## src/rtl/m_result_uart.sv

```systemverilog
// ---------------------------------------------------------------------------
// m_result_uart
//
// Reports a 32-bit processor result word as text over a UART TX line.
// A trigger (a manual send pulse or the rising edge of the halt level)
// snapshots the result word. The block then sends 8 uppercase hex digits,
// most significant nibble first, followed by CR LF. Each character uses 8N1
// framing, and characters follow each other with no idle gap.
//
// Parameters:
//   CLKS_PER_BIT  clock cycles per UART bit (>= 2)
//
// Ports:
//   w_clk    in   system clock, rising edge
//   w_rst_n  in   asynchronous active-low reset
//   w_din    in   [31:0] result word
//   w_halt   in   halt level; its rising edge triggers one frame
//   w_send   in   single-cycle manual trigger
//   r_txd    out  serial data, idle high, driven from a flop
//   r_busy   out  high while a frame is in flight
//   r_done   out  one-cycle pulse on the cycle r_busy falls
// ---------------------------------------------------------------------------
module m_result_uart #(
  parameter int CLKS_PER_BIT = 434
) (
  input  logic        w_clk,
  input  logic        w_rst_n,
  input  logic [31:0] w_din,
  input  logic        w_halt,
  input  logic        w_send,
  output logic        r_txd,
  output logic        r_busy,
  output logic        r_done
);

  localparam int TW = (CLKS_PER_BIT > 1) ? $clog2(CLKS_PER_BIT) : 1;
  localparam logic [TW-1:0] TIMER_MAX = TW'(CLKS_PER_BIT - 1);
  localparam logic [3:0]    LAST_CHAR = 4'd9;

  typedef enum logic [1:0] {
    IDLE,
    START,
    DATA,
    STOP
  } state_t;

  state_t        state_q, state_d;
  logic [TW-1:0] timer_q, timer_d;
  logic [2:0]    bit_q, bit_d;
  logic [3:0]    char_q, char_d;
  logic [31:0]   snap_q, snap_d;
  logic          halt_q, halt_d;
  logic          txd_q, txd_d;
  logic          busy_q, busy_d;
  logic          done_q, done_d;

  logic trig;
  logic wrap;
  logic [7:0] next_byte;

  // Characters 0..7 are hex digits of the snapshot, MSB nibble first;
  // characters 8 and 9 are CR and LF.
  function automatic logic [7:0] char_byte(input logic [3:0] idx,
                                           input logic [31:0] word);
    logic [31:0] shifted;
    logic [7:0]  nib;
    shifted = word << {idx[2:0], 2'b00};
    nib     = {4'h0, shifted[31:28]};
    if (idx <= 4'd7) begin
      char_byte = (nib < 8'd10) ? (8'h30 + nib) : (8'h37 + nib);
    end else if (idx == 4'd8) begin
      char_byte = 8'h0D;
    end else begin
      char_byte = 8'h0A;
    end
  endfunction

  assign trig = w_send | (w_halt & ~halt_q);
  assign wrap = (timer_q == TIMER_MAX);

  always_comb begin
    state_d = state_q;
    timer_d = timer_q;
    bit_d   = bit_q;
    char_d  = char_q;
    snap_d  = snap_q;
    halt_d  = w_halt;
    done_d  = 1'b0;

    case (state_q)
      IDLE: begin
        if (trig) begin
          snap_d  = w_din;
          char_d  = 4'd0;
          bit_d   = 3'd0;
          timer_d = '0;
          state_d = START;
        end
      end
      START: begin
        if (wrap) begin
          timer_d = '0;
          bit_d   = 3'd0;
          state_d = DATA;
        end else begin
          timer_d = timer_q + TW'(1);
        end
      end
      DATA: begin
        if (wrap) begin
          timer_d = '0;
          if (bit_q == 3'd7) begin
            state_d = STOP;
          end else begin
            bit_d = bit_q + 3'd1;
          end
        end else begin
          timer_d = timer_q + TW'(1);
        end
      end
      STOP: begin
        if (wrap) begin
          timer_d = '0;
          if (char_q == LAST_CHAR) begin
            state_d = IDLE;
            done_d  = 1'b1;
          end else begin
            char_d  = char_q + 4'd1;
            state_d = START;
          end
        end else begin
          timer_d = timer_q + TW'(1);
        end
      end
      default: begin
        state_d = IDLE;
        timer_d = '0;
      end
    endcase

    // The line level is decoded from the next state, so the registered
    // output changes on the same edge as the state and stays glitch-free.
    next_byte = char_byte(char_d, snap_d);
    case (state_d)
      START:   txd_d = 1'b0;
      DATA:    txd_d = next_byte[bit_d];
      default: txd_d = 1'b1;
    endcase
    busy_d = (state_d != IDLE);
  end

  always_ff @(posedge w_clk or negedge w_rst_n) begin
    if (!w_rst_n) begin
      state_q <= IDLE;
      timer_q <= '0;
      bit_q   <= 3'd0;
      char_q  <= 4'd0;
      snap_q  <= 32'd0;
      halt_q  <= 1'b0;
      txd_q   <= 1'b1;
      busy_q  <= 1'b0;
      done_q  <= 1'b0;
    end else begin
      state_q <= state_d;
      timer_q <= timer_d;
      bit_q   <= bit_d;
      char_q  <= char_d;
      snap_q  <= snap_d;
      halt_q  <= halt_d;
      txd_q   <= txd_d;
      busy_q  <= busy_d;
      done_q  <= done_d;
    end
  end

  assign r_txd  = txd_q;
  assign r_busy = busy_q;
  assign r_done = done_q;

endmodule
```

## config.mk

```make
export PLATFORM = sky130hd
export DESIGN_NAME = m_result_uart
export DESIGN_NICKNAME = d
export VERILOG_FILES = /design/src/rtl/m_result_uart.sv
export SDC_FILE = /design/constraint.sdc
export NUM_CORES = 1
export LEC_CHECK = 0
export CAP_MARGIN = 20
export CORE_MARGIN = 3
export CORE_UTILIZATION = 57
export CTS_BUF_LIST = sky130_fd_sc_hd__clkbuf_8
export CTS_CLUSTER_DIAMETER = 60
export DETAILED_ROUTE_END_ITERATION = 16
export MAX_ROUTING_LAYER = met4
export PLACE_DENSITY = 0.82
export SETUP_SLACK_MARGIN = 0.5
export SLEW_MARGIN = 10
export SYNTH_ARGS = -nofsm -noshare
export SYNTH_HDL_FRONTEND = slang
export SYNTH_SLANG_ARGS = --single-unit
```

## constraint.sdc

```tcl
create_clock -name w_clk -period 3.9 [get_ports w_clk]
set_input_delay 0.78 -clock w_clk [delete_from_list [all_inputs] [get_ports w_clk]]
set_output_delay 0.78 -clock w_clk [all_outputs]
set_load 0.03 [all_outputs]
```

==> flow_summary.yaml, run 1 <==
grt:
  antenna_found_initial: 0
  grt_pass1_vias: 2733
  track_usage: 0.304
  grt_pass1_wl_mm: 14.1
  overflow: 0
  grt_max_degree: 33
floorplanning:
  io_pins: 39
  num_rows: 25
  start_util: 0.609
  dieArea_um2: 6080
  core-area_um2: 4850
  die_y_um: 78.0
  die-width_um: 78.0
routing:
  vias: 2816
  drt_iter0_drc: 344
  wl_mm: 10.4
  first_pass_iters: 5
  wl_per_cell_um: 24.1
  drt-vias-per-instance: 6.52
  ant_nets: 0
  drc: 0
synth:
  synth_cells: 271
  ys_types: 49
  ys_ff_latch: 54
  syn-cell-area_um2: 2950
  synth_area_leader_cell: "dfrtp_1"
  synth_nets: 317
  synthTopCellsByArea: "dfrtp_1 45%, mux2_2 13%, mux2i_1 5.1%, ha_1 4.2%, o21ai_0 3.9%"
  yosys-top-cells-count: "53 x dfrtp_1, 35 x mux2_2, 23 x o21ai_0, 15 x mux2i_1"
  synth_top_area_frac: 0.449
  yosysMostFrequentCell: "dfrtp_1"
  synth_edf_count: 0
  synthArstFlopShare: 1.00
  synth-seq-area-share: 0.458
  postSynthAreaPerCell_um2: 10.9
  synth_warnings: 0
  synthFlopType: "dfrtp_1"
clock_network:
  cts_tree: "done"
  clkTransAtPathRegs_ns: 0.09
  ctsHtreeMaxLevel: 2
  cts_buffers: 5
  clockBufferDepth: 2
  clk_latency_ns: 0.31
  root_buffer: "clkbuf_8"
  clock-sinks: 54
run:
  drv.max_cap_violation_count: 0
placed_design:
  gp_routability_congestion: 0.898
  io_buffers: 38
  place_ws_ns: -0.127
  dpl.hpwl_mm: 4.87
setup_path:
  crit_fanout: 6
  critical_path_class: "flop to flop"
  end_kind: "flop"
  crit_required_ns: 4.14
  arrival_ns: 3.96
  critPathLaunchType: "flop"
timing:
  worst_slew_pin_slew_ns: 0.588
  fin_worst_skew_ns: 0.00489
  slew_viol_final: 0
  tns_ns: 0
  timing.fmax_mhz: 269
  whs_ns: 0.432
  hold_viol: 0
  fin_crit_ns: 3.72
  relSlewSlack: 0.604
  setup_ws_ns: 0.179
  setup_viol_count_final: 0
  period_share: 0.954
  rsz0062_at_grt: "true"
pwr:
  power_uw: 910
  leakagePower_nw: 2.03
  power_per_cell_area_nw_per_um2: 211
  irDropWorstVdd_mv: 0.173
layout:
  antenna_cells: 0
  fillCellCount: 209
  layout-drive-gt1-share: 0.405
  syn2layout_area_growth_pct: 45.7
  nets: 411
hold_path:
  hp-class: "primary input to async pin"
run_status:
  status: "completed"
## metrics by stage
stage                      util  area (µm²)  std cells
after CTS                 0.847        4110        423
after global placement    0.752        3640        393
after floorplan               -        3000        271
after detailed placement  0.752        3640        393
after global routing      0.887        4300        432
final                     0.887        4300        432
## cells in the final DEF (no fill, tap or decap), types with 4 or more instances in the layout
cell type        netlist  final
buf_12                 0      4
and3_1                 7      7
mux2i_1               15     11
nand2_1               14     14
clkdlybuf4s50_1        0     35
nand3_1                5      5
inv_2                  1      5
buf_6                  1      4
or3_1                 12     10
ha_1                  10      5
mux2_2                35     23
o21ai_1                1      4
a21oi_1               13     12
clkbuf_8               0      5
dfrtp_1               53     51
nor2_1                14     13
ha_4                   0      4
mux2_4                 0     14
inv_1                 12      8
buf_4                  0     47
o21ai_0               23     19
## worst paths after layout
path,start,end,slack [ns],cells past startpoint
max in group asynchronous,w_rst_n,r_txd,2.63,2
hold reg to reg,snap_q[2],snap_q[2],0.50,1
hold / removal,w_rst_n,snap_q[4],0.43,1
setup reg to reg,timer_q[1],r_txd,0.18,18
min in group w_clk,snap_q[2],snap_q[2],0.50,1
setup / recovery,timer_q[1],r_txd,0.18,18
## state kept, by name, indices dropped and copies added, names as in the netlist
| signal | count |
|---|---|
| state_q | 2 |
| r_busy | 1 |
| r_done | 1 |
| snap_q | 32 |
| halt_q | 1 |
| timer_q | 9 |
| bit_q | 3 |
| char_q | 4 |
| r_txd | 1 |
## routing by layer
layer,track usage,share of wire
met3,0.0464,0.089
met5,-,0
met1,0.379,0.37
met2,0.522,0.49
met4,0.0734,0.051
## timing repair
| item | 4_1_cts | 5_1_grt |
|---|---|---|
| cloned | 1 | 0 |
| setup buffers | 22 | 9 |
| setup endpoints to repair | 1 | 1 |
| gates resized for setup | 50 | 29 |
| pin swaps | 20 | 18 |
| hold buffers | 0 | 0 |
## worst max-delay path, cell delays in order (launching register included)
cell and delay [ns]:
dfrtp_1 0.40, inv_1 0.09, ha_2 0.18, nand4b_1 0.12
buf_6 0.17, buf_4 0.15, nor4_4 0.34, a221oi_4 0.13
inv_4 0.14, mux2_4 0.34, mux2i_1 0.23, mux2_4 0.25
ha_4 0.15, inv_2 0.05, nor4b_4 0.27, o21ai_1 0.09
and4_1 0.15, a211o_1 0.23, a31oi_1 0.17
## layout make-up
cell class / instances / area [µm²] / share of cell area
repair buffers: 96 / 901 / 0.209
clock buffers: 5 / 68.8 / 0.0160
clock inverters: 2 / 11.3 / 0.00262
flip-flops and latches: 54 / 1360 / 0.315
inverters: 13 / 51.3 / 0.0119
well taps: 67 / 83.8 / 0.0195
multi-input cells: 195 / 1830 / 0.426
## power breakdown
group | leakage [nW] | switching [mW] | internal [mW] | total [mW]
clock | 0.0414 | 0.176 | 0.121 | 0.297
sequential | 0.710 | 0.000499 | 0.560 | 0.560
combinational | 1.28 | 0.0191 | 0.0334 | 0.0524
total | 2.03 | 0.196 | 0.714 | 0.910
## cells by family (layout without fill, tap and decap cells)
group / count (synthesis) / after routing / share of synthesized area
compound gates: 52 / 52 / 0.114
xor+xnor: 3 / 3 / 0.00890
flops: 54 / 54 / 0.458
mux: 52 / 52 / 0.192
fa+ha+maj: 10 / 10 / 0.0424
buf+inv: 22 / 116 / 0.0309
simple gates: 78 / 78 / 0.153
Power figures use the tool's default switching activity.
==> inputs of run 2 (changes only) <==
TNS_END_PERCENT = 20   (was not set)
==> results of run 2 <==
No change in the layout: final DEF, timing and power equal those of run 1.
==> inputs of run 3 (changes only) <==
CAP_MARGIN = not set   (was 20)
==> results of run 3 <==
No change in the layout: final DEF, timing and power equal those of run 1.
